## config.mk

```make
export PLATFORM = sky130hd
export DESIGN_NAME = ml_peak_detect
export DESIGN_NICKNAME = d
export VERILOG_FILES = /design/src/rtl/ml_peak_detect_pkg.sv /design/src/rtl/ml_peak_track.sv /design/src/rtl/ml_peak_detect.sv
export SDC_FILE = /design/constraint.sdc
export NUM_CORES = 1
export LEC_CHECK = 0
export ABC_CLOCK_PERIOD_IN_PS = 4000
export CORE_MARGIN = 3
export CORE_UTILIZATION = 30
export CTS_BUF_LIST = sky130_fd_sc_hd__clkbuf_8 sky130_fd_sc_hd__clkbuf_16
export DETAILED_ROUTE_END_ITERATION = 6
export PLACE_DENSITY = 0.57
export SYNTH_ARGS = -nofsm -noshare
export SYNTH_HDL_FRONTEND = slang
export SYNTH_SLANG_ARGS = --single-unit
```

## constraint.sdc

```tcl
create_clock -name CLK_I -period 4 [get_ports CLK_I]
set_input_delay 0.6 -clock CLK_I [delete_from_list [all_inputs] [get_ports CLK_I]]
set_output_delay 0.6 -clock CLK_I [all_outputs]
set_load 0.05 [all_outputs]
```

## src/rtl/ml_peak_detect_pkg.sv

```systemverilog
// rtl/ml_peak_detect_pkg.sv - shared constants and state encoding for the ML peak detector
package ml_peak_detect_pkg;

    localparam int ML_MW    = 24;
    localparam int ML_WIN   = 320;
    localparam int ML_GUARD = 64;
    localparam int ML_IW    = 9;

    localparam logic signed [ML_MW-1:0] ML_METRIC_MIN = {1'b1, {(ML_MW-1){1'b0}}};

    typedef enum logic [1:0] {
        PD_IDLE    = 2'd0,
        PD_SEARCH  = 2'd1,
        PD_CONFIRM = 2'd2,
        PD_REPORT  = 2'd3
    } pd_state_e;

endpackage

```

## src/rtl/ml_peak_track.sv

```systemverilog
// rtl/ml_peak_track.sv - running maximum of the ML metric with its index and guard counter
module ml_peak_track
    import ml_peak_detect_pkg::*;
#(
    parameter int MW    = ML_MW,
    parameter int IW    = ML_IW,
    parameter int GUARD = ML_GUARD
) (
    input  logic                 clk,
    input  logic                 rst,
    input  logic                 clr,
    input  logic                 en,
    input  logic signed [MW-1:0] dat,
    input  logic [IW-1:0]        idx,
    output logic signed [MW-1:0] best_val,
    output logic [IW-1:0]        best_idx,
    output logic                 upd,
    output logic                 guard_hit
);

    localparam logic signed [MW-1:0] VAL_MIN = {1'b1, {(MW-1){1'b0}}};

    logic [IW-1:0] gcnt;

    // Strict compare: an equal value never displaces the earlier index.
    assign upd       = dat > best_val;
    assign guard_hit = (gcnt == IW'(GUARD - 1));

    always_ff @(posedge clk) begin
        if (rst || clr) begin
            best_val <= VAL_MIN;
            best_idx <= '0;
            gcnt     <= '0;
        end else if (en) begin
            if (upd) begin
                best_val <= dat;
                best_idx <= idx;
                gcnt     <= '0;
            end else begin
                gcnt <= gcnt + 1'b1;
            end
        end
    end

endmodule

```

## src/rtl/ml_peak_detect.sv

```systemverilog
// rtl/ml_peak_detect.sv - windowed, guard-confirmed peak search over the ML timing metric
module ml_peak_detect
    import ml_peak_detect_pkg::*;
#(
    parameter int MW    = ML_MW,
    parameter int WIN   = ML_WIN,
    parameter int GUARD = ML_GUARD,
    parameter int IW    = ML_IW
) (
    input  logic                 CLK_I,
    input  logic                 RST_I,
    input  logic                 CYC_I,
    input  logic                 STB_I,
    input  logic signed [MW-1:0] DAT_I,
    input  logic signed [MW-1:0] THR_I,
    output logic                 ACK_O,
    output logic                 STB_O,
    output logic signed [MW-1:0] DAT_O,
    output logic [IW-1:0]        IDX_O,
    output logic                 FOUND_O,
    input  logic                 ACK_I
);

    pd_state_e             state, state_nxt;
    logic                  found, found_nxt;
    logic [IW-1:0]         cnt;
    logic signed [MW-1:0]  thr;
    logic signed [MW-1:0]  best_val;
    logic [IW-1:0]         best_idx;
    logic                  upd, guard_hit;
    logic                  acc, last, cand, arm, trk_en;

    assign acc    = STB_I && ACK_O;
    assign last   = (cnt == IW'(WIN - 1));
    assign cand   = DAT_I > thr;
    assign arm    = (state == PD_IDLE) && CYC_I;
    // In SEARCH best_val is still the minimum, so a candidate always registers as a new best.
    assign trk_en = acc && CYC_I &&
                    (((state == PD_SEARCH) && cand) || (state == PD_CONFIRM));

    ml_peak_track #(.MW(MW), .IW(IW), .GUARD(GUARD)) u_track (
        .clk       (CLK_I),
        .rst       (RST_I),
        .clr       (arm),
        .en        (trk_en),
        .dat       (DAT_I),
        .idx       (cnt),
        .best_val  (best_val),
        .best_idx  (best_idx),
        .upd       (upd),
        .guard_hit (guard_hit)
    );

    always_ff @(posedge CLK_I) begin
        if (RST_I) begin
            state <= PD_IDLE;
            found <= 1'b0;
        end else begin
            state <= state_nxt;
            found <= found_nxt;
        end
    end

    always_ff @(posedge CLK_I) begin
        if (RST_I) begin
            cnt <= '0;
            thr <= '0;
        end else if (arm) begin
            cnt <= '0;
            thr <= THR_I;
        end else if (acc) begin
            cnt <= cnt + 1'b1;
        end
    end

    always_comb begin
        state_nxt = state;
        found_nxt = found;
        case (state)
            PD_IDLE: begin
                if (CYC_I) begin
                    state_nxt = PD_SEARCH;
                    found_nxt = 1'b0;
                end
            end
            PD_SEARCH: begin
                if (!CYC_I) begin
                    state_nxt = PD_IDLE;
                end else if (acc && cand) begin
                    state_nxt = last ? PD_REPORT : PD_CONFIRM;
                    found_nxt = 1'b1;
                end else if (acc && last) begin
                    state_nxt = PD_REPORT;
                    found_nxt = 1'b0;
                end
            end
            PD_CONFIRM: begin
                if (!CYC_I) begin
                    state_nxt = PD_IDLE;
                end else if (acc && (last || (!upd && guard_hit))) begin
                    state_nxt = PD_REPORT;
                    found_nxt = 1'b1;
                end
            end
            PD_REPORT: begin
                if (ACK_I) begin
                    state_nxt = PD_IDLE;
                end
            end
            default: state_nxt = PD_IDLE;
        endcase
    end

    // Result fields are decoded from held registers, so they stay frozen until acknowledged.
    always_comb begin
        ACK_O   = (state == PD_SEARCH) || (state == PD_CONFIRM);
        STB_O   = (state == PD_REPORT);
        FOUND_O = STB_O && found;
        DAT_O   = FOUND_O ? best_val : '0;
        IDX_O   = FOUND_O ? best_idx : '0;
    end

endmodule
```

==> flow_metrics.tcl <==
set metrics [dict create \
    run_status "complete, no violations" \
    die_x_um 130 \
    drv_slew 0 \
    fin_tns_setup_ns 0 \
    rsz0062_at_grt "false" \
    post_cts_buffers 0 \
    drive_above_1_share 0.0481 \
    required_ns 4.24 \
    yosysWarnings 0 \
    synth.distinct_cells 44 \
    wl_met2_um 5580 \
    p_sw_uw 635 \
    grt_pass1_wl_um 20000 \
    insertion_delay_ns 0.34 \
    worst_slew_pin_slew_ns 0.533 \
    synth_top_area_cell "dfxtp_1" \
    drc_errors 0 \
    dr.pass1.iters 4 \
    r2r_start "u_track.best_val[5]" \
    design.die.area_sq_mm 0.0168 \
    seqPwrFrac 0.373 \
    cp_common_cell "nand4_1" \
    internal_power_uw 1620 \
    cp-start-kind "primary input" \
    r2r_end "state[1]" \
    area_growth_pct 31.2 \
    fin_crit_ns 3.40 \
    maxCapViolations 0 \
    combPwrFrac 0.207 \
    htreeDepth 3 \
    insertedDiodeCount 0 \
    cts_buffer_depth 2 \
    start_util 0.310 \
    nets 746 \
    wl_met1_um 5450 \
    fmax_mhz 294 \
    hpwlAfterDp_um 9240 \
    fill_cells 1474 \
    antenna_found_initial 0 \
    pwr_density_cell_mw_per_mm2 375 \
    ctsHoldBuffers 0 \
    cts-root-buf "clkbuf_16" \
    track_usage 0.151 \
    path_class "primary input to flop" \
    grt_max_degree 33 \
    drt_iter0_markers 152 \
    crit_path_end_kind "flop" \
    synth-seq-area-share 0.341 \
    routabilityCongestion 0.804 \
    worstSetupStartpoint "DAT_I[23]" \
    crit_chain "clkdlybuf4s50_1 > ha_1 > nand4_1 > inv_1 > a22oi_1 > o2111ai_2 > nand4_1 > o31ai_1 > or3b_2 > o211ai_1 > mux2_2" \
    synth_flop_cell "dfxtp_1" \
    wl_um 12000 \
    avgRoutedWirePerCell_um 14.5 \
    io_buffers 88 \
    fp-row-count 44 \
    path_buf_inv 2 \
    dr.max_layer_used "met4" \
    first_global_vias 4177 \
    slowest_delay_ns 0.49 \
    finalSetupViolations 0 \
    reg2regPathDepth 11 \
    synth_area_sq_mm 0.00458 \
    numCtsBuffers 9 \
    hold_depth 2 \
    avgSynthCellArea_sq_um 8.26 \
    hold_end "thr[7]" \
    slew_headroom 0.641 \
    core_sq_mm 0.0148 \
    ir_worst_vdd_v 0.000218 \
    whs_ns 0.454 \
    clock-sinks 78 \
    synth_common_cells "78 x dfxtp_1, 68 x nand2_1, 57 x nor2_1" \
    synth_nets 661 \
    p_leak_uw 0.00260 \
    sw_frac_of_total 0.282 \
    viasPerCell 4.90 \
    die_h_um 130 \
    worst_clock_skew_ns 0.00533 \
    hp-start "thr[7]" \
    synth_seq_cells 78 \
    critical_path.max_fanout 5 \
    crit_slowest_cell "or3b_2" \
    finalCritPeriodShare 0.849 \
    syn-instance-count 554 \
    clockPowerShare 0.420 \
    r2r_slack_ns 0.96 \
    crit_family "simple AND/OR/NAND/NOR gates" \
    wl_met3_um 734 \
    grt-ovfl-total 0 \
    p_total_uw 2250 \
    detail-route-antenna-nets 0 \
    synth-edff-count 0 \
    cp_data_arrival_time_ns 3.63 \
    cts-resized-gates 0 \
    synth.most_common_cell "dfxtp_1" \
    synth.area.top_cells "dfxtp_1 34%, ha_1 15%, mux2i_1 8.1%, nand2_1 5.6%, and3_1 4.9%" \
    finalHoldViolCount 0 \
    clkTransAtPathRegs_ns 0.06 \
    async_reset_ff_frac 0 \
    num_vias 4060 \
    io_pins 89 \
    yosys.area.top_type_share 0.341 \
    cts_tree "yes" \
    holdCritPathClass "flop to flop" \
]
==> cell type report <==
type	instances	area [sq um]	area share
multi-input cells	398	2700	0.450
inverters	55	206	0.0344
well taps	184	230	0.0383
clock buffers	9	225	0.0375
clock inverters	7	121	0.0202
repair buffers	97	961	0.160
flip-flops and latches	78	1560	0.260
==> worst min-delay path, cell delays in order, from the launching register on <==
cell	delay (ns)
dfxtp_1	0.31
nand2_1	0.05
a21oi_1	0.05
==> logic make-up (layout without fill, tap and decap cells) <==
family / Yosys count / in the layout / share of synthesized area
muxes: 38 / 38 / 0.0834
DFF: 78 / 78 / 0.341
buffers and inverters: 78 / 168 / 0.0689
adders and majority gates: 54 / 54 / 0.148
xor gates and xnor gates: 15 / 15 / 0.0287
and+or+nand+nor: 217 / 217 / 0.230
AOI/OAI and AO/OA: 74 / 74 / 0.100
==> cells in the final DEF (no fill, tap or decap), drive strengths merged, types with 22 or more instances in the layout <==
cell           Yosys  final
dfxtp             78     78
ha                54     54
a21oi             43     43
clkdlybuf4s50      0     88
nand2             70     70
nor2              57     57
mux2i             37     37
and3              36     36
nand4             22     22
inv               55     58
==> layer usage <==
metal,vias to the layer above,track usage
li1,2067,-
met1,1878,0.186
met2,100,0.255
met3,15,0.0363
met4,0,0.0568
met5,-,0
==> worst max-delay path by stage <==
stage | to | slack, ns | cells after the start
after floorplan | u_track.best_val[23] | 1.03 | 11
after global placement | u_track.gcnt[3] | 0.36 | 12
after detailed placement | state[1] | 0.30 | 11
after CTS | u_track.best_val[15] | 0.65 | 12
after global routing | u_track.best_val[17] | 0.39 | 12
final | state[1] | 0.60 | 11
==> power groups by stage <==
stage	Clock, uW	Combinational [uW]	Sequential (uW)
2_1_floorplan	0	306	850
3_3_place_gp	0	458	855
3_5_place_dp	0	468	857
4_1_cts	973	470	839
5_1_grt	1000	529	845
6_report	946	465	840
==> state kept, by name, indices dropped and copies added (netlist names) <==
signal and cells:
u_track.best_val 24, u_track.gcnt 9, state 2, thr 24, u_track.best_idx 9, found 1
cnt 9
==> per-stage QoR <==
step           instances  setup slack, ns   util  area, sq um
2_1_floorplan        554             1.03      -         4580
3_3_place_gp         812            0.365  0.384         5660
3_5_place_dp         812            0.298  0.384         5660
4_1_cts              828            0.653  0.407         6010
5_1_grt              828            0.393  0.407         6010
6_report             828            0.603  0.407         6010
(Power assumes the default switching activity.)
